==> src/rtl/fixed_point_fir_mac.sv <==
// fixed_point_fir_mac: time-multiplexed fixed-point FIR, one MAC per cycle, round + saturate, valid/ready out
// Ports:
//   clk, rst              clock (rising edge), asynchronous active-high reset
//   in_valid/in_ready     sample handshake (in_ready only while IDLE)
//   in_data               signed input sample x[n]
//   coef_we/addr/data     coefficient bank write port (honoured only while IDLE)
//   out_valid/out_ready   result handshake (out_valid only while OUT)
//   out_data, out_sat     rounded/saturated y[n] and its clip flag
`timescale 1ns/1ps
module fixed_point_fir_mac #(
    parameter int X_WORD_LEN = 8,
    parameter int X_FRAC_LEN = 6,
    parameter int H_WORD_LEN = 8,
    parameter int H_FRAC_LEN = 7,
    parameter int Y_WORD_LEN = 10,
    parameter int Y_FRAC_LEN = 6,
    parameter int TAPS = 8,
    localparam int AW = $clog2(TAPS)
) (
    input  logic                         clk,
    input  logic                         rst,
    input  logic                         in_valid,
    output logic                         in_ready,
    input  logic signed [X_WORD_LEN-1:0] in_data,
    input  logic                         coef_we,
    input  logic [AW-1:0]                coef_addr,
    input  logic signed [H_WORD_LEN-1:0] coef_data,
    output logic                         out_valid,
    input  logic                         out_ready,
    output logic signed [Y_WORD_LEN-1:0] out_data,
    output logic                         out_sat
);
    localparam int P_W = X_WORD_LEN + H_WORD_LEN;
    localparam int ACC_W = P_W + AW;
    localparam int S = X_FRAC_LEN + H_FRAC_LEN - Y_FRAC_LEN;
    localparam int SR = S > 0 ? S : 0;
    localparam int L = S < 0 ? -S : 0;
    // one spare bit keeps the rounding add from overflowing; L bits absorb a left shift
    localparam int C_W = ACC_W + L + 1;
    localparam logic signed [C_W-1:0] HALF = S > 0 ? C_W'(1) <<< (SR > 0 ? SR - 1 : 0) : '0;
    localparam logic signed [C_W-1:0] Y_MAX = C_W'((64'sd1 <<< (Y_WORD_LEN - 1)) - 64'sd1);
    localparam logic signed [C_W-1:0] Y_MIN = ~Y_MAX;
    localparam logic [AW-1:0] K_LAST = AW'(TAPS - 1);
    localparam logic [AW-1:0] TAPS_A = AW'(TAPS);

    typedef enum logic [1:0] {IDLE, MAC, OUT} state_t;
    state_t state, state_nxt;

    logic signed [X_WORD_LEN-1:0] x_buf [TAPS];
    logic signed [H_WORD_LEN-1:0] h [TAPS];
    logic [AW-1:0] wr_ptr, newest, k, idx;
    logic signed [ACC_W-1:0] acc, acc_nxt;
    logic signed [P_W-1:0] prod;
    logic signed [C_W-1:0] ext, conv;
    logic sat_hi, sat_lo;
    logic signed [Y_WORD_LEN-1:0] y;

    // (newest - k) mod TAPS; the wrapped branch is exact in AW bits since the true value < TAPS
    assign idx = newest >= k ? newest - k : newest - k + TAPS_A;
    assign prod = x_buf[idx] * h[k];
    assign acc_nxt = acc + ACC_W'(prod);
    assign ext = C_W'(acc_nxt);
    // HALF is zero and SR/L collapse to no-ops when the corresponding shift is not needed
    assign conv = ((ext + HALF) >>> SR) <<< L;
    assign sat_hi = conv > Y_MAX;
    assign sat_lo = conv < Y_MIN;
    assign y = sat_hi ? Y_MAX[Y_WORD_LEN-1:0] : sat_lo ? Y_MIN[Y_WORD_LEN-1:0] : conv[Y_WORD_LEN-1:0];

    always_ff @(posedge clk or posedge rst) begin
        if (rst) state <= IDLE;
        else     state <= state_nxt;
    end

    always_comb begin
        state_nxt = state;
        in_ready  = state == IDLE;
        out_valid = state == OUT;
        state_nxt = state == IDLE ? (in_valid ? MAC : IDLE)
                  : state == MAC  ? (k == K_LAST ? OUT : MAC)
                  : (out_ready ? IDLE : OUT);
    end

    always_ff @(posedge clk or posedge rst) begin
        if (rst) begin
            for (int i = 0; i < TAPS; i++) begin
                x_buf[i] <= '0;
                h[i]     <= '0;
            end
            wr_ptr   <= '0;
            newest   <= '0;
            k        <= '0;
            acc      <= '0;
            out_data <= '0;
            out_sat  <= 1'b0;
        end else begin
            if (state == IDLE && coef_we) h[coef_addr] <= coef_data;
            if (state == IDLE && in_valid) begin
                x_buf[wr_ptr] <= in_data;
                newest        <= wr_ptr;
                wr_ptr        <= wr_ptr == K_LAST ? '0 : wr_ptr + 1'b1;
                acc           <= '0;
                k             <= '0;
            end
            if (state == MAC) begin
                acc <= acc_nxt;
                k   <= k + 1'b1;
                // final term and conversion land together on the last MAC edge
                if (k == K_LAST) begin
                    out_data <= y;
                    out_sat  <= sat_hi | sat_lo;
                end
            end
        end
    end
endmodule

==> config.mk <==
export PLATFORM = sky130hd
export DESIGN_NAME = fixed_point_fir_mac
export DESIGN_NICKNAME = d
export VERILOG_FILES = /design/src/rtl/fixed_point_fir_mac.sv
export SDC_FILE = /design/constraint.sdc
export NUM_CORES = 1
export LEC_CHECK = 0
export ABC_AREA = 0
export BUFFER_PORTS_ARGS = -buffer_cell sky130_fd_sc_hd__clkbuf_2
export CORE_UTILIZATION = 55
export CTS_CLUSTER_SIZE = 16
export DETAILED_ROUTE_END_ITERATION = 10
export GPL_ROUTABILITY_DRIVEN = 0
export GPL_TIMING_DRIVEN = 0
export PLACE_DENSITY = 0.72
export SYNTH_ARGS = -nofsm -noshare
export SYNTH_HDL_FRONTEND = slang
export SYNTH_SLANG_ARGS = --single-unit
==> constraint.sdc <==
create_clock -name clk -period 11.55 [get_ports clk]
set_input_delay 1.7325 -clock clk [delete_from_list [all_inputs] [get_ports clk]]
set_output_delay 1.7325 -clock clk [all_outputs]
set_load 0.005 [all_outputs]
Word-level counts from Yosys, hierarchy flattened
Index checks and enable logic that the tools add are counted.
{"block": "classes", "multipliers": 1, "n_reduce_logical": 7, "mux": 24, "eq_ne": 4, "bitwise": 5, "addsub": 5, "magnitude_cmp": 8}
{"op": "bitwise mux 64 bit", "n": 2}
{"op": "binary-select mux 8 bit (select 3 bit)", "n": 2}
{"op": "demux 8 bit (select 3 bit)", "n": 2}
{"op": "2-to-1 mux 8 bit", "n": 6}
{"op": "2-to-1 mux 19 bit", "n": 2}
{"op": "adder 19 x 8 -> 20 bit, second input constant", "n": 1}
{"op": "2-to-1 mux 10 bit", "n": 2}
{"op": "adder 19 x 16 -> 19 bit", "n": 1}
{"op": "greater-or-equal comparator 4 bit, second input constant", "n": 4}
{"op": "multiplier 8 x 8 -> 16 bit", "n": 1}
{"op": "NOT 3 -> 4 bit", "n": 4}
{"op": "greater-than comparator 13 x 10 -> 1 bit, second input constant", "n": 1}
{"op": "less-than comparator 13 x 10 -> 1 bit, second input constant", "n": 1}
{"op": "2-to-1 mux 3 bit", "n": 3}
{"op": "less-than comparator 4 x 1 -> 1 bit, second input constant", "n": 2}
{"op": "2-to-1 mux 2 bit", "n": 4}
{"op": "adder 3 x 1 -> 3 bit, second input constant", "n": 2}
{"op": "equality test 3 bit, second input constant", "n": 2}
{"op": "logical AND 1 bit", "n": 4}
{"op": "subtractor 3 bit", "n": 1}
{"op": "equality test 2 x 1 -> 1 bit, second input constant", "n": 1}
{"op": "equality test 2 bit, second input constant", "n": 1}
{"op": "logical NOT 2 bit", "n": 1}
{"op": "AND reduction 2 bit", "n": 1}
{"op": "3 further kinds", "n": 3}
{"block": "totals", "in_bits": 24, "out_inout_bits": 13, "word_cells": 77, "ff_bits": 169}

Logic depth before layout (Yosys ltp)
Gate-level depths: netlist of run 1.
{"block": "logic_depth", "depth_word": 11, "mapped_depth": 32, "depth_no_buf": 29}

Worst setup path before layout of run 1
No wires, ideal clock.
{"block": "synth_path", "kind": "reg2reg", "from": "register k[1]", "to": "register out_data[0]", "slack_ns": 2.467, "stages_incl_launch_ff": 29, "required_time_ns": 11.421, "t_arrival_ns": 8.954, "path_cell_list": "dfrtp_1 clkbuf_1 clkbuf_1 inv_1 fa_1 xor2_1 xnor2_1 mux4_2 mux2i_1 nor2_1 inv_1 fa_1 inv_1 fa_1 fa_1 fa_1 inv_1 fa_1 inv_1 ha_1 o21a_1 a211o_1 a211o_2 or4b_1 and3_4 or4_4 a21bo_1 a21oi_4 a21oi_1"}
{"block": "synth_between", "elab_chain_len": 11}
{"item": "from (decl)", "line": "51", "rtl": "logic [AW-1:0] wr_ptr, newest, k, idx;"}
{"item": "from (signal assigned)", "line": "106", "rtl": "k <= k + 1'b1;"}
{"item": "subtractor 3 bit", "line": "59", "rtl": "assign idx = newest >= k ? newest - k : newest - k + TAPS_A;"}
{"item": "NOT 3 -> 4 bit (not written as such)", "line": "60", "rtl": "assign prod = x_buf[idx] * h[k];"}
{"item": "binary-select mux 8 bit (select 3 bit)", "line": "60"}
{"item": "2-to-1 mux 8 bit (not written as such) (2 in a row)", "line": "60"}
{"item": "multiplier 8 x 8 -> 16 bit", "line": "60"}
{"item": "adder 19 x 16 -> 19 bit", "line": "61", "rtl": "assign acc_nxt = acc + ACC_W'(prod);"}
{"item": "adder 19 x 8 -> 20 bit", "line": "64", "rtl": "assign conv = ((ext + HALF) >>> SR) <<< L;"}
{"item": "less-than comparator 13 x 10 -> 1 bit", "line": "66", "rtl": "assign sat_lo = conv < Y_MIN;"}
{"item": "2-to-1 mux 10 bit (2 in a row)", "line": "67", "rtl": "assign y = sat_hi ? Y_MAX[Y_WORD_LEN-1:0] : sat_lo ? Y_MIN[Y_WORD_LEN-1:0] : conv[Y_WORD_LEN-1:0];"}
{"item": "to (signal assigned)", "line": "109", "rtl": "out_data <= y;"}
{"item": "to (decl)", "line": "30", "rtl": "output logic signed [Y_WORD_LEN-1:0] out_data,"}
Several ways; a longest one is shown, not always the timed one. The select of a mux whose other input is x is not followed.
A chain may end at the register's enable or synchronous reset.

Worst setup path in the final report of run 1
{"block": "layout_path", "from": "register k[1]", "to": "register out_data[7]"}
Same word-level chain as after synthesis.

==> results.toml, run 1 <==
[timing]
finalMaxSlewViolations = 0
rsz0062_at_grt = "no"
max_freq_ghz = 0.0916
final_hold_viol_count = 0
finalCriticalPeriod_ns = 10.92
setup_tns_ns = 0
fin_skew_ns = 0.00824
tightest_slew_ns = 1.20
slew_headroom_pct = 19.9
post-route-period-util_pct = 94.6
setup_viol = 0

[routing]
avgRoutedWirePerCell_microns = 18.8
first_pass_iters = 5
postRouteAntennaNets = 0
routed_wl_microns = 23900
drt_iter0_markers = 378
vias = 7238
drc = 0
viasPerCell = 5.67

[synth]
ys_seq_area_share_pct = 37.6
synth-seq-cells = 169
synth_cells = 942
syn_area_sq_um = 11300
synthArstFlopShare_pct = 100
synth_area_per_cell_sq_um = 12.0
synthDistinctLibCells = 61
synth_flop_cell = "dfrtp_1"
synth_nets = 1101
synth_edf_count = 0
ys_warn_count = 0

[global_route]
grt_pass1_wl_microns = 40100
antenna_found_initial = 0
grt_overflow = 0
grt_pass1_vias = 7833
grt_max_degree = 116
grtUsageTotal_pct = 24.5

[cts]
clk_pin_slew_ns = 0.07
post_cts_buffers = 0
cts_hold_buf = 0
cts_max_level = 4
post_cts_resized = 0
cts_sinks = 169
cts_tree = "done"
root_buffer = "clkbuf_16"
cts_inserted_buffers = 17
clk_path_buf_depth = 2
insertion_delay_ns = 0.44

[floorplan]
start_util_pct = 56.9
dieWidth_microns = 145
io_pins = 37
die_h_microns = 145
core_sq_um = 19800
rows = 51
fp.dieArea_sq_um = 21000

[worst_hold_path]
min_path_type = "reg2reg"

[critical_path]
cpPeakStageDelay_ns = 0.86
required_ns = 11.86
critPathArrivalTime_ns = 11.23
crit_top_cell = "fa_1"
endpoint_kind = "flip-flop"
cp_slowest_cell = "xnor2_1"
worstSetupStartpointType = "flip-flop"
crit_type = "reg2reg"
path_max_fanout = 10

[run]
maxCapViolCount = 0

[placement]
port-buffer-count = 36
dpl.hpwl_microns = 17000

[status]
status = "finished clean"

[final_layout]
areaGrowthSynthToFinish_pct = 10.6
diodes = 0
drive_above_1_share_pct = 26.1
nets = 1157
-- stage by stage --
step                      cells  hold WS (ns)  area [sq um]  util [%]  worst slack [ns]
after floorplan             942         0.466         11300         -              2.47
after global placement     1243         0.470         11800      59.5             0.823
after detailed placement   1244         0.488         11800      59.7             0.682
after CTS                  1276         0.503         12400      62.9             0.625
after global routing       1276         0.518         12500      62.9            0.0345
final                      1276         0.504         12500      62.9             0.629
-- layer usage --
layer	wire length [microns]	vias to the layer above	track usage (%)
met5	0	-	0
met4	432	0	8.05
met3	813	31	3.55
met2	11900	156	41.5
met1	10800	3708	32.7
li1	-	3343	-
-- Yosys cell counts (3+ instances only) --
master    instances  share of area (%)
and2_1            3               0.17
xor2_1            6               0.47
or2_2            23                1.3
o211ai_1          3               0.20
nor3_1            4               0.18
dfrtp_1         169                 38
ha_1             49                5.4
mux2i_1          17                1.5
mux2_2          128                 13
and3_1            6               0.33
o31ai_1           8               0.53
fa_1             86                 15
inv_1           111                3.7
clkbuf_1         23               0.77
nor2_1           60                2.0
nand2_1          57                1.9
nand2b_1          3               0.17
a21o_1            6               0.40
o21ai_0          22               0.98
nor3b_1           4               0.27
a21oi_1          22               0.98
nand3_1          14               0.62
xnor2_1          18                1.4
nor2b_1          15               0.83
buf_1             4               0.13
mux4_2           32                6.4
a311oi_1          3               0.23
or4b_1            3               0.27
-- sequential cells by signal (all words and copies together), names as in the netlist --
register,count
acc,19
wr_ptr,3
newest,3
k,3
state,2
h,64
out_data,10
x_buf,64
out_sat,1
-- area by class of cell --
type                    instances  area (sq um)
repair buffers                 37           208
inverters                     111           424
clock inverters                15           215
fillers                      1563          7330
well taps                     265           332
clock buffers                  17           425
flip-flops and latches        169          4230
plain buffers                  29           111
multi-input cells             633          6510
-- cell usage in the layout, fill, tap and decap left out, types with 15 or more instances in the layout --
| master | count |
|---|---|
| clkbuf_1 | 23 |
| clkbuf_2 | 36 |
| or2_2 | 23 |
| fa_1 | 86 |
| dfrtp_1 | 169 |
| o21ai_0 | 22 |
| ha_1 | 49 |
| xnor2_1 | 18 |
| clkbuf_16 | 17 |
| mux2i_1 | 17 |
| inv_1 | 110 |
| mux4_2 | 32 |
| nor2_1 | 59 |
| nand2_1 | 57 |
| nor2b_1 | 15 |
| a21oi_1 | 22 |
| mux2_2 | 128 |
-- worst paths after layout --
kind	slack, ns	to	start	cells after the start
setup / recovery	0.63	out_data[7]	k[1]	28
hold / removal	0.50	h[46]	h[46]	1
setup reg to reg	0.63	out_data[7]	k[1]	28
hold reg to reg	0.50	h[46]	h[46]	1
max in group asynchronous	9.33	acc[17]	rst	3
min in group asynchronous	1.30	x_buf[8]	rst	2
-- critical path: cells and delay by family, from the launching register on --
kind	cells	cell delay, ns
adder cells (fa/ha/maj)	7	3.44
buffers and inverters	7	1.90
AO/OA/AOI/OAI	6	1.55
AND/OR/NAND/NOR	4	1.45
multiplexers	2	1.06
XOR/XNOR	2	1.03
flip-flops	1	0.35
-- kinds of logic (layout without fill, tap and decap cells) --
family	after synthesis	in the layout	share of synthesized area, %
AO/OA/AOI/OAI	93	93	5.55
XOR/XNOR	24	24	1.87
adder cells (fa/ha/maj)	135	135	20.7
buffers and inverters	140	209	4.69
flip-flops	169	169	37.6
multiplexers	177	177	20.7
AND/OR/NAND/NOR	204	204	8.87
Power of run 1 is left out: the tool's default activity adds up to more than one toggle a clock period on the data nets, which glitch-free logic cannot reach.
==> inputs of run 2 (changes only) <==
- RECOVER_POWER: default -> 100
==> run 2 against run 1 <==
  * The flow now finishes with violations (capacitance limit, slew limit)
  * Register-to-register slack about the same
  * Clock skew about the same
  * Worst hold slack barely moved
  * Global-route usage unchanged
  * Critical path depth is the same
  * Fmax is essentially flat
  * Routed wire length barely moved
  * Non-clock buffer count is the same
  * Largest cell class unchanged
  * Highest routed layer unchanged
==> results.toml, run 2 (synthesis gave the netlist of run 1 again) <==
[timing]
setup_ws_ns = 0.630
finalCriticalPeriod_ns = 10.92
tightest_slew_ns = 6.07
setup_viol = 0
final_hold_viol_count = 0
finalMaxSlewViolations = 172
fin_skew_ns = 0.00868
setup_tns_ns = 0
max_freq_ghz = 0.0916
slew_headroom_pct = -305
rsz0062_at_grt = "no"
post-route-period-util_pct = 94.5

[routing]
drc = 0
postRouteAntennaNets = 0
avgRoutedWirePerCell_microns = 18.8
drt_iter0_markers = 349
routed_wl_microns = 24000
first_pass_iters = 5
vias = 7245
viasPerCell = 5.68

[floorplan]
core_sq_um = 19800
start_util_pct = 56.9
io_pins = 37
rows = 51
die_h_microns = 145
dieWidth_microns = 145
fp.dieArea_sq_um = 21000

[final_layout]
fin_cells = 1276
drive_above_1_share_pct = 25.4
final_common_cell = "dfrtp_1"
diodes = 0
stdcell_area_sq_um = 12400
reg.largest.list = "h: 64 flops, x_buf: 64 flops, acc: 19 flops"
areaGrowthSynthToFinish_pct = 10.2
nets = 1157
final_cell_mix = "169 x dfrtp_1, 128 x mux2_2, 110 x inv_1, 86 x fa_1, 59 x nor2_1"

[critical_path]
path_max_fanout = 10
cp_slowest_cell = "xnor2_1"
worstSetupStartpointType = "flip-flop"
endpoint_kind = "flip-flop"
crit_type = "reg2reg"
crit_top_cell = "fa_1"
required_ns = 11.86
critPathArrivalTime_ns = 11.23
cpPeakStageDelay_ns = 0.87

[cts]
cts_tree = "done"
clk_pin_slew_ns = 0.07
post_cts_buffers = 0
root_buffer = "clkbuf_16"
cts_sinks = 169
cts_hold_buf = 0
cts_inserted_buffers = 17
insertion_delay_ns = 0.44
cts_max_level = 4
post_cts_resized = 0
clk_path_buf_depth = 2

[status]
status = "finished, violations left"
violations = "capacitance limit, slew limit"

[placement]
place_ws_ns = 0.682
dpl.hpwl_microns = 17000
place_inst = 1244
port-buffer-count = 36
place_area_sq_um = 11800

[global_route]
grt_overflow = 0
grt_max_degree = 116
grt_pass1_wl_microns = 40100
grt_pass1_vias = 7833
antenna_found_initial = 0
grtUsageTotal_pct = 24.5

[run]
maxCapViolCount = 3

[worst_hold_path]
min_path_type = "reg2reg"
[run 2: final cells by class]
class	instances	area (sq um)
plain buffers	29	110
clock buffers	17	425
clock inverters	15	215
fillers	1569	7370
inverters	111	418
multi-input cells	633	6500
flip-flops and latches	169	4230
well taps	265	332
repair buffers	37	180
[run 2: worst max-delay path: cells and delay by family (launching register included)]
kind	cells	cell delay, ns
AOI/OAI and AO/OA	6	1.56
xor gates and xnor gates	2	1.04
adders and majority gates	7	3.44
buffers and inverters	7	1.90
DFF	1	0.35
muxes	2	1.05
and+or+nand+nor	4	1.45
[run 2: metrics by stage]
stage | hold WS, ns | utilization [%]
2_1_floorplan | 0.466 | -
3_3_place_gp | 0.470 | 59.5
3_5_place_dp | 0.488 | 59.7
4_1_cts | 0.503 | 62.9
5_1_grt | 0.518 | 62.7
6_report | 0.504 | 62.7
[run 2: final timing paths]
path | from | end | slack [ns] | cells after the start
hold / removal | h[46] | h[46] | 0.50 | 1
max in group asynchronous | rst | out_data[1] | 3.04 | 3
setup / recovery | k[1] | out_data[4] | 0.63 | 28
setup reg to reg | k[1] | out_data[4] | 0.63 | 28
min in group asynchronous | rst | x_buf[8] | 1.91 | 2
hold reg to reg | h[46] | h[46] | 0.50 | 1
[run 2: layer usage]
layer	vias to the layer above	global-route usage [%]	share of wire [%]
met5	-	0	0
met4	0	8.05	1.8
met3	32	3.55	2.9
met2	140	41.5	50
met1	3739	32.7	45
li1	3334	-	-
Power of run 2 is left out for the same reason.
